`config.mk`:
```
export PLATFORM = sky130hd
export DESIGN_NAME = apb_slave_mem_flat
export DESIGN_NICKNAME = d
export VERILOG_FILES = /design/src/rtl/apb_slave_pkg.sv /design/src/rtl/apb_slave_mem_if.sv /design/src/rtl/apb_reg_array.sv /design/src/rtl/apb_slave_mem.sv /design/src/flat_wrapper.sv
export SDC_FILE = /design/constraint.sdc
export NUM_CORES = 1
export LEC_CHECK = 0
export CORE_ASPECT_RATIO = 0.8
export CORE_MARGIN = 2
export CORE_UTILIZATION = 35
export CTS_CLUSTER_DIAMETER = 50
export DETAILED_ROUTE_END_ITERATION = 10
export PLACE_DENSITY = 0.5
export SETUP_SLACK_MARGIN = 0.02
export SLEW_MARGIN = 5
export SYNTH_ARGS = -nofsm -noshare
export SYNTH_HDL_FRONTEND = slang
export SYNTH_SLANG_ARGS = --single-unit
```
`constraint.sdc`:
```
create_clock -name rclk -period 5.42 [get_ports rclk]
set_input_delay 1.084 -clock rclk [delete_from_list [all_inputs] [get_ports rclk]]
set_output_delay 1.084 -clock rclk [all_outputs]
set_load 0.02 [all_outputs]
```
`src/rtl/apb_slave_pkg.sv`:
```
// Shared types and constants for the APB register-memory completer.
package apb_slave_pkg;

    typedef enum logic [1:0] {
        IDLE = 2'd0,
        WAIT = 2'd1,
        DONE = 2'd2
    } state_e;

    localparam int unsigned APB_DW = 32;
    localparam int unsigned WCNT_W = 16;

    // Ceiling log2, floored at 1 so a single-word memory still gets an index bit.
    function automatic int unsigned clog2(input int unsigned n);
        int unsigned r;
        r = 0;
        for (int unsigned v = n - 1; v > 0; v = v >> 1) begin
            r = r + 1;
        end
        return (r == 0) ? 1 : r;
    endfunction

endpackage

```
`src/rtl/apb_slave_mem_if.sv`:
```
// APB bus bundle between the bridge (master) and the memory completer (slave).
interface apb_slave_mem_if;
    import apb_slave_pkg::*;

    logic              Psel;
    logic              Penable;
    logic              Pwrite;
    logic [APB_DW-1:0] Paddr;
    logic [APB_DW-1:0] Pdata;
    logic              Pready;
    logic [APB_DW-1:0] Prdata;
    logic              Pslverr;

    modport master (
        output Psel, Penable, Pwrite, Paddr, Pdata,
        input  Pready, Prdata, Pslverr
    );

    modport slave (
        input  Psel, Penable, Pwrite, Paddr, Pdata,
        output Pready, Prdata, Pslverr
    );

endinterface

```
`src/rtl/apb_reg_array.sv`:
```
// DEPTH x 32 register file: synchronous write and clear, combinational read.
module apb_reg_array
    import apb_slave_pkg::*;
#(
    parameter int unsigned DEPTH = 16,
    parameter int unsigned AW    = 4
) (
    input  logic              rclk,
    input  logic              rrst,
    input  logic              i_we,
    input  logic [AW-1:0]     i_waddr,
    input  logic [APB_DW-1:0] i_wdata,
    input  logic [AW-1:0]     i_raddr,
    output logic [APB_DW-1:0] o_rdata
);

    logic [APB_DW-1:0] r_mem [DEPTH];

    always_ff @(posedge rclk) begin
        if (rrst) begin
            for (int i = 0; i < int'(DEPTH); i++) begin
                r_mem[i] <= '0;
            end
        end else if (i_we) begin
            r_mem[i_waddr] <= i_wdata;
        end
    end

    assign o_rdata = r_mem[i_raddr];

endmodule

```
`src/rtl/apb_slave_mem.sv`:
```
// APB completer with a word-addressed register memory, programmable wait states,
// out-of-range slave error and a saturating committed-write counter.
module apb_slave_mem
    import apb_slave_pkg::*;
#(
    parameter int unsigned DEPTH       = 16,
    parameter int unsigned AW          = clog2(DEPTH),
    parameter int unsigned WAIT_STATES = 0
) (
    input  logic              rclk,
    input  logic              rrst,
    apb_slave_mem_if.slave    bus,
    output logic [WCNT_W-1:0] wr_count
);

    localparam logic [3:0] LP_CNT_INIT = (WAIT_STATES == 0) ? 4'd0 : 4'(WAIT_STATES - 1);

    state_e              r_state;
    state_e              w_state_nxt;
    logic [3:0]          r_cnt;
    logic [3:0]          w_cnt_nxt;
    logic [AW-1:0]       r_idx;
    logic                r_write;
    logic                r_err;
    logic [APB_DW-1:0]   r_data;
    logic                r_pready;
    logic [APB_DW-1:0]   r_prdata;
    logic                r_pslverr;
    logic [WCNT_W-1:0]   r_wr_count;

    logic                w_setup;
    logic                w_access;
    logic                w_err_in;
    logic                w_latch;
    logic                w_we;
    logic                w_enter_done;
    logic                w_done_err;
    logic                w_done_wr;
    logic                w_pready_nxt;
    logic                w_pslverr_nxt;
    logic [APB_DW-1:0]   w_prdata_nxt;
    logic [WCNT_W-1:0]   w_wrc_nxt;
    logic [AW-1:0]       w_ridx;
    logic [APB_DW-1:0]   w_rdata;

    assign w_setup  = bus.Psel && !bus.Penable;
    assign w_access = bus.Psel && bus.Penable;
    assign w_err_in = (bus.Paddr >= DEPTH);

    // With zero wait states DONE is entered straight from the setup edge, so read the live address.
    assign w_ridx = (r_state == IDLE) ? bus.Paddr[AW-1:0] : r_idx;

    apb_reg_array #(
        .DEPTH (DEPTH),
        .AW    (AW)
    ) u_reg_array (
        .rclk    (rclk),
        .rrst    (rrst),
        .i_we    (w_we),
        .i_waddr (r_idx),
        .i_wdata (r_data),
        .i_raddr (w_ridx),
        .o_rdata (w_rdata)
    );

    always_comb begin
        w_state_nxt   = r_state;
        w_cnt_nxt     = r_cnt;
        w_latch       = 1'b0;
        w_we          = 1'b0;
        w_enter_done  = 1'b0;
        w_done_err    = r_err;
        w_done_wr     = r_write;
        w_wrc_nxt     = r_wr_count;
        w_pready_nxt  = 1'b0;
        w_pslverr_nxt = 1'b0;
        w_prdata_nxt  = '0;

        unique case (r_state)
            IDLE: begin
                if (w_setup) begin
                    w_latch    = 1'b1;
                    w_done_err = w_err_in;
                    w_done_wr  = bus.Pwrite;
                    if (WAIT_STATES == 0) begin
                        w_state_nxt  = DONE;
                        w_enter_done = 1'b1;
                    end else begin
                        w_cnt_nxt   = LP_CNT_INIT;
                        w_state_nxt = WAIT;
                    end
                end
            end
            WAIT: begin
                if (!w_access) begin
                    w_state_nxt = IDLE;
                end else if (r_cnt == 4'd0) begin
                    w_state_nxt  = DONE;
                    w_enter_done = 1'b1;
                end else begin
                    w_cnt_nxt = r_cnt - 4'd1;
                end
            end
            DONE: begin
                w_state_nxt = IDLE;
                if (w_access && r_write && !r_err) begin
                    w_we = 1'b1;
                    if (r_wr_count != '1) begin
                        w_wrc_nxt = r_wr_count + 1'b1;
                    end
                end
            end
            default: w_state_nxt = IDLE;
        endcase

        if (w_enter_done) begin
            w_pready_nxt  = 1'b1;
            w_pslverr_nxt = w_done_err;
            w_prdata_nxt  = (!w_done_wr && !w_done_err) ? w_rdata : '0;
        end
    end

    always_ff @(posedge rclk) begin
        if (rrst) begin
            r_state    <= IDLE;
            r_cnt      <= '0;
            r_idx      <= '0;
            r_write    <= 1'b0;
            r_err      <= 1'b0;
            r_data     <= '0;
            r_pready   <= 1'b0;
            r_prdata   <= '0;
            r_pslverr  <= 1'b0;
            r_wr_count <= '0;
        end else begin
            r_state    <= w_state_nxt;
            r_cnt      <= w_cnt_nxt;
            r_pready   <= w_pready_nxt;
            r_prdata   <= w_prdata_nxt;
            r_pslverr  <= w_pslverr_nxt;
            r_wr_count <= w_wrc_nxt;
            if (w_latch) begin
                r_idx   <= bus.Paddr[AW-1:0];
                r_write <= bus.Pwrite;
                r_err   <= w_err_in;
                r_data  <= bus.Pdata;
            end
        end
    end

    assign bus.Pready  = r_pready;
    assign bus.Prdata  = r_prdata;
    assign bus.Pslverr = r_pslverr;
    assign wr_count    = r_wr_count;

endmodule

```
`src/flat_wrapper.sv`:
```
// flat-port wrapper written by rule: the top's interface ports become plain ports
module apb_slave_mem_flat import apb_slave_pkg::*;
#(
    parameter int unsigned DEPTH       = 16,
    parameter int unsigned AW          = clog2(DEPTH),
    parameter int unsigned WAIT_STATES = 0
)
  (rclk, rrst, wr_count, bus_Psel, bus_Penable, bus_Pwrite, bus_Paddr, bus_Pdata, bus_Pready, bus_Prdata, bus_Pslverr);
  apb_slave_mem_if bus_i ();
  input  logic rclk;
  input  logic rrst;
  output logic [WCNT_W-1:0] wr_count;
  input wire logic [$bits(bus_i.Psel)-1:0] bus_Psel;
  input wire logic [$bits(bus_i.Penable)-1:0] bus_Penable;
  input wire logic [$bits(bus_i.Pwrite)-1:0] bus_Pwrite;
  input wire logic [$bits(bus_i.Paddr)-1:0] bus_Paddr;
  input wire logic [$bits(bus_i.Pdata)-1:0] bus_Pdata;
  output wire logic [$bits(bus_i.Pready)-1:0] bus_Pready;
  output wire logic [$bits(bus_i.Prdata)-1:0] bus_Prdata;
  output wire logic [$bits(bus_i.Pslverr)-1:0] bus_Pslverr;
  assign bus_i.Psel = bus_Psel;
  assign bus_i.Penable = bus_Penable;
  assign bus_i.Pwrite = bus_Pwrite;
  assign bus_i.Paddr = bus_Paddr;
  assign bus_i.Pdata = bus_Pdata;
  assign bus_Pready = bus_i.Pready;
  assign bus_Prdata = bus_i.Prdata;
  assign bus_Pslverr = bus_i.Pslverr;
  apb_slave_mem #(.DEPTH(DEPTH), .AW(AW), .WAIT_STATES(WAIT_STATES)) u_core (.rclk(rclk), .rrst(rrst), .bus(bus_i), .wr_count(wr_count));
endmodule
```
==> metrics.cfg <==
[clocking]
cts_hold_buf = 0
cts_resized = 0
cts.sinks = 601
cts_tree = built
post_cts_buffers = 0
clk_pin_slew_ns = 0.05
root_buffer = clkbuf_16
cts_buffer_depth = 3
clock_latency_ns = 0.59
cts.htree.levels = 3
numCtsBuffers = 68

[drt]
antenna_left = 0
drt_iter0_drc = 1182
drtPass1Iterations = 5
drcViolationCount = 0
vias = 14600
routedWlPerCell_um = 23.5
routed_wl_um = 69000
via_per_inst = 4.97

[timing]
min_period_ns = 3.90
clock_skew_ns = 0.0236
holdWs_ns = 0.464
fin_crit_sh_pct = 71.9
fmax_mhz = 256
hold_viol = 0
timing.final.max_slew_violations = 0
worst_slew_pin_slew_ns = 1.27
setup_viol = 0
rsz0062_at_grt = false
fin_setup_tns_ns = 0
relSlewSlack_pct = 14.9

[synthesis]
synth-xor-area-share_pct = 0.403
yosysUniqueCellTypes = 47
synthArstFlopShare_pct = 0
synth_top_family_by_area = simple AND/OR/NAND/NOR gates
ys_ff_latch = 601
synth_edf_count = 512
synthAdderAreaFrac_pct = 0.0480
synthCells = 1803
ys_warn_count = 0
synth-seq-area-share_pct = 65.8
synthFlopType = edfxtp_1
syn_area_um2 = 26100
synth_mux_area_share_pct = 11.9
syn_nets = 1873
synth_area_per_cell_um2 = 14.5
synth_compound_area_share_pct = 4.39
synth-simple-area-share_pct = 14.9

[place]
port_buffers = 118
gp_congestion = 0.739
hpwl_um = 41600
dp.cells = 2808

[pwr]
peakVddDrop_uv = 224
pwr-share-comb_pct = 5.5
seqPwrFrac_pct = 51.0
power_switching_mw = 2.32
p_clk_share_pct = 43.5
power_leakage_nw = 11.1
sw_frac_of_total_pct = 22.5
powerDensity_nw_per_um2 = 339
internal-power_mw = 7.98

[global_route]
grt_pass1_vias = 15000
grt_usage_pct = 18.2
grt_max_degree = 87
grt-ovfl-total = 0
antenna_found_initial = 2
grt_pass1_wl_um = 102000

[worst_setup_path]
crit_type = register to register
endpoint_kind = register
cp_slowest_cell = dfxtp_1
path_max_fanout = 86
slowest_delay_ns = 0.97
critPathLaunchType = register
crit_chain = mux2i_4 -> buf_12 -> buf_12 -> mux2i_1 -> o22ai_1 -> o21ai_0 -> o21ai_0
worst_ep_required_time_ns = 5.84
crit_arrival_ns = 4.32

[finish]
multi_input_area_um2 = 8400
fillers = 6756
drive_gt1_share_pct = 12.8
final_nets = 1947
fin_util_pct = 41.3
instances_no_fill = 2929
register_area_um2 = 17200
final_cell_mix = and2_1, edfxtp_1, mux2i_1
syn2layout_area_growth_pct = 16.8

[die]
coreArea_um2 = 73700
die_x_um = 309
design.portCount = 119
row_count = 89
start_util_pct = 35.3
die_h_um = 248
die_area_um2 = 76700

[outcome]
status = finished, final reports clean

[worst_hold_path]
hold_path.class = register to register

[job]
drv_cap = 0

metrics by stage:
stage / area [µm²] / setup slack (ns) / power [mW]
CTS: 30400 / 1.60 / 10.4
global route: 30400 / 1.40 / 10.6
floorplan: 26100 / 2.56 / 5.65
finish: 30400 / 1.52 / 10.3
detailed placement: 28300 / 1.17 / 5.93
global placement: 28300 / 1.16 / 5.92
flip-flops by register name, indices dropped and copies added (netlist names):
name,cells
u_core.u_reg_array.r_mem,512
u_core.r_state,1
u_core.bus.Pslverr,1
u_core.r_err,1
u_core.bus.Prdata,32
u_core.r_write,1
u_core.wr_count,16
u_core.r_idx,4
u_core.r_data,32
u_core.bus.Pready,1
metal layers:
metal  vias up  global-route usage, %  wire [µm]
li1       6752                      -          -
met1      7361                   26.8      33200
met2       372                   27.4      30300
met3        84                   3.86       4050
met4         0                   4.57       1380
met5         -                      0          0
cell type report:
cell class / count / area share (%)
flip-flops and latches: 601 / 56.4
inverters: 6 / 0.0740
clock inverters: 28 / 0.810
repair buffers: 150 / 4.79
clock buffers: 92 / 6.23
diodes: 1 / 0.00822
multi-input cells: 1050 / 27.6
well taps: 1001 / 4.12
final timing paths:
check	cells past startpoint	slack [ns]	startpoint	endpoint
worst max-delay path	7	1.52	u_core.r_state[1]	u_core.bus.Prdata[10]
worst min-delay path	1	0.46	u_core.r_err	u_core.r_err
worst max register to register	7	1.52	u_core.r_state[1]	u_core.bus.Prdata[10]
worst min register to register	1	0.46	u_core.r_err	u_core.r_err
synth_stat cells (4+ instances only):
cell	count	share of area, %
mux2_2	4	0.17
mux4_2	62	5.4
xnor2_1	11	0.37
nand4_1	4	0.096
buf_4	13	0.37
o21ai_0	59	1.1
buf_2	19	0.36
edfxtp_1	512	59
a22o_1	38	1.3
clkbuf_1	113	1.6
o22ai_1	65	1.6
dfxtp_1	89	6.8
mux2i_1	166	6.4
or2_2	16	0.38
nor3_1	5	0.096
nand2_1	13	0.19
nor3_2	4	0.15
o21ai_1	10	0.19
nor2_1	32	0.46
and2_1	512	12
nand3_1	6	0.12
inv_1	5	0.072
nor4_1	9	0.22
cells by family after synthesis:
kind of cell,count (synthesis)
muxes,232
buffers and inverters,152
and+or+nand+nor,624
AOI/OAI and AO/OA,181
xor gates and xnor gates,12
adders and majority gates,1
DFF,601
worst max-delay path, delay by kind of cell, from the launching register on:
kind                   cells  cell delay (ns)
flip-flops                 1             0.97
buffers and inverters      2             0.95
AO/OA/AOI/OAI              3             0.84
multiplexers               2             0.71
power groups by stage:
stage               clock network [mW]  logic [mW]  registers, mW
floorplan                            0       0.373           5.27
global placement                     0       0.572           5.35
detailed placement                   0       0.577           5.36
CTS                               4.59       0.577           5.26
global route                      4.75       0.606           5.28
finish                            4.48       0.568           5.26
No activity file was read; power rests on OpenSTA's default activity.
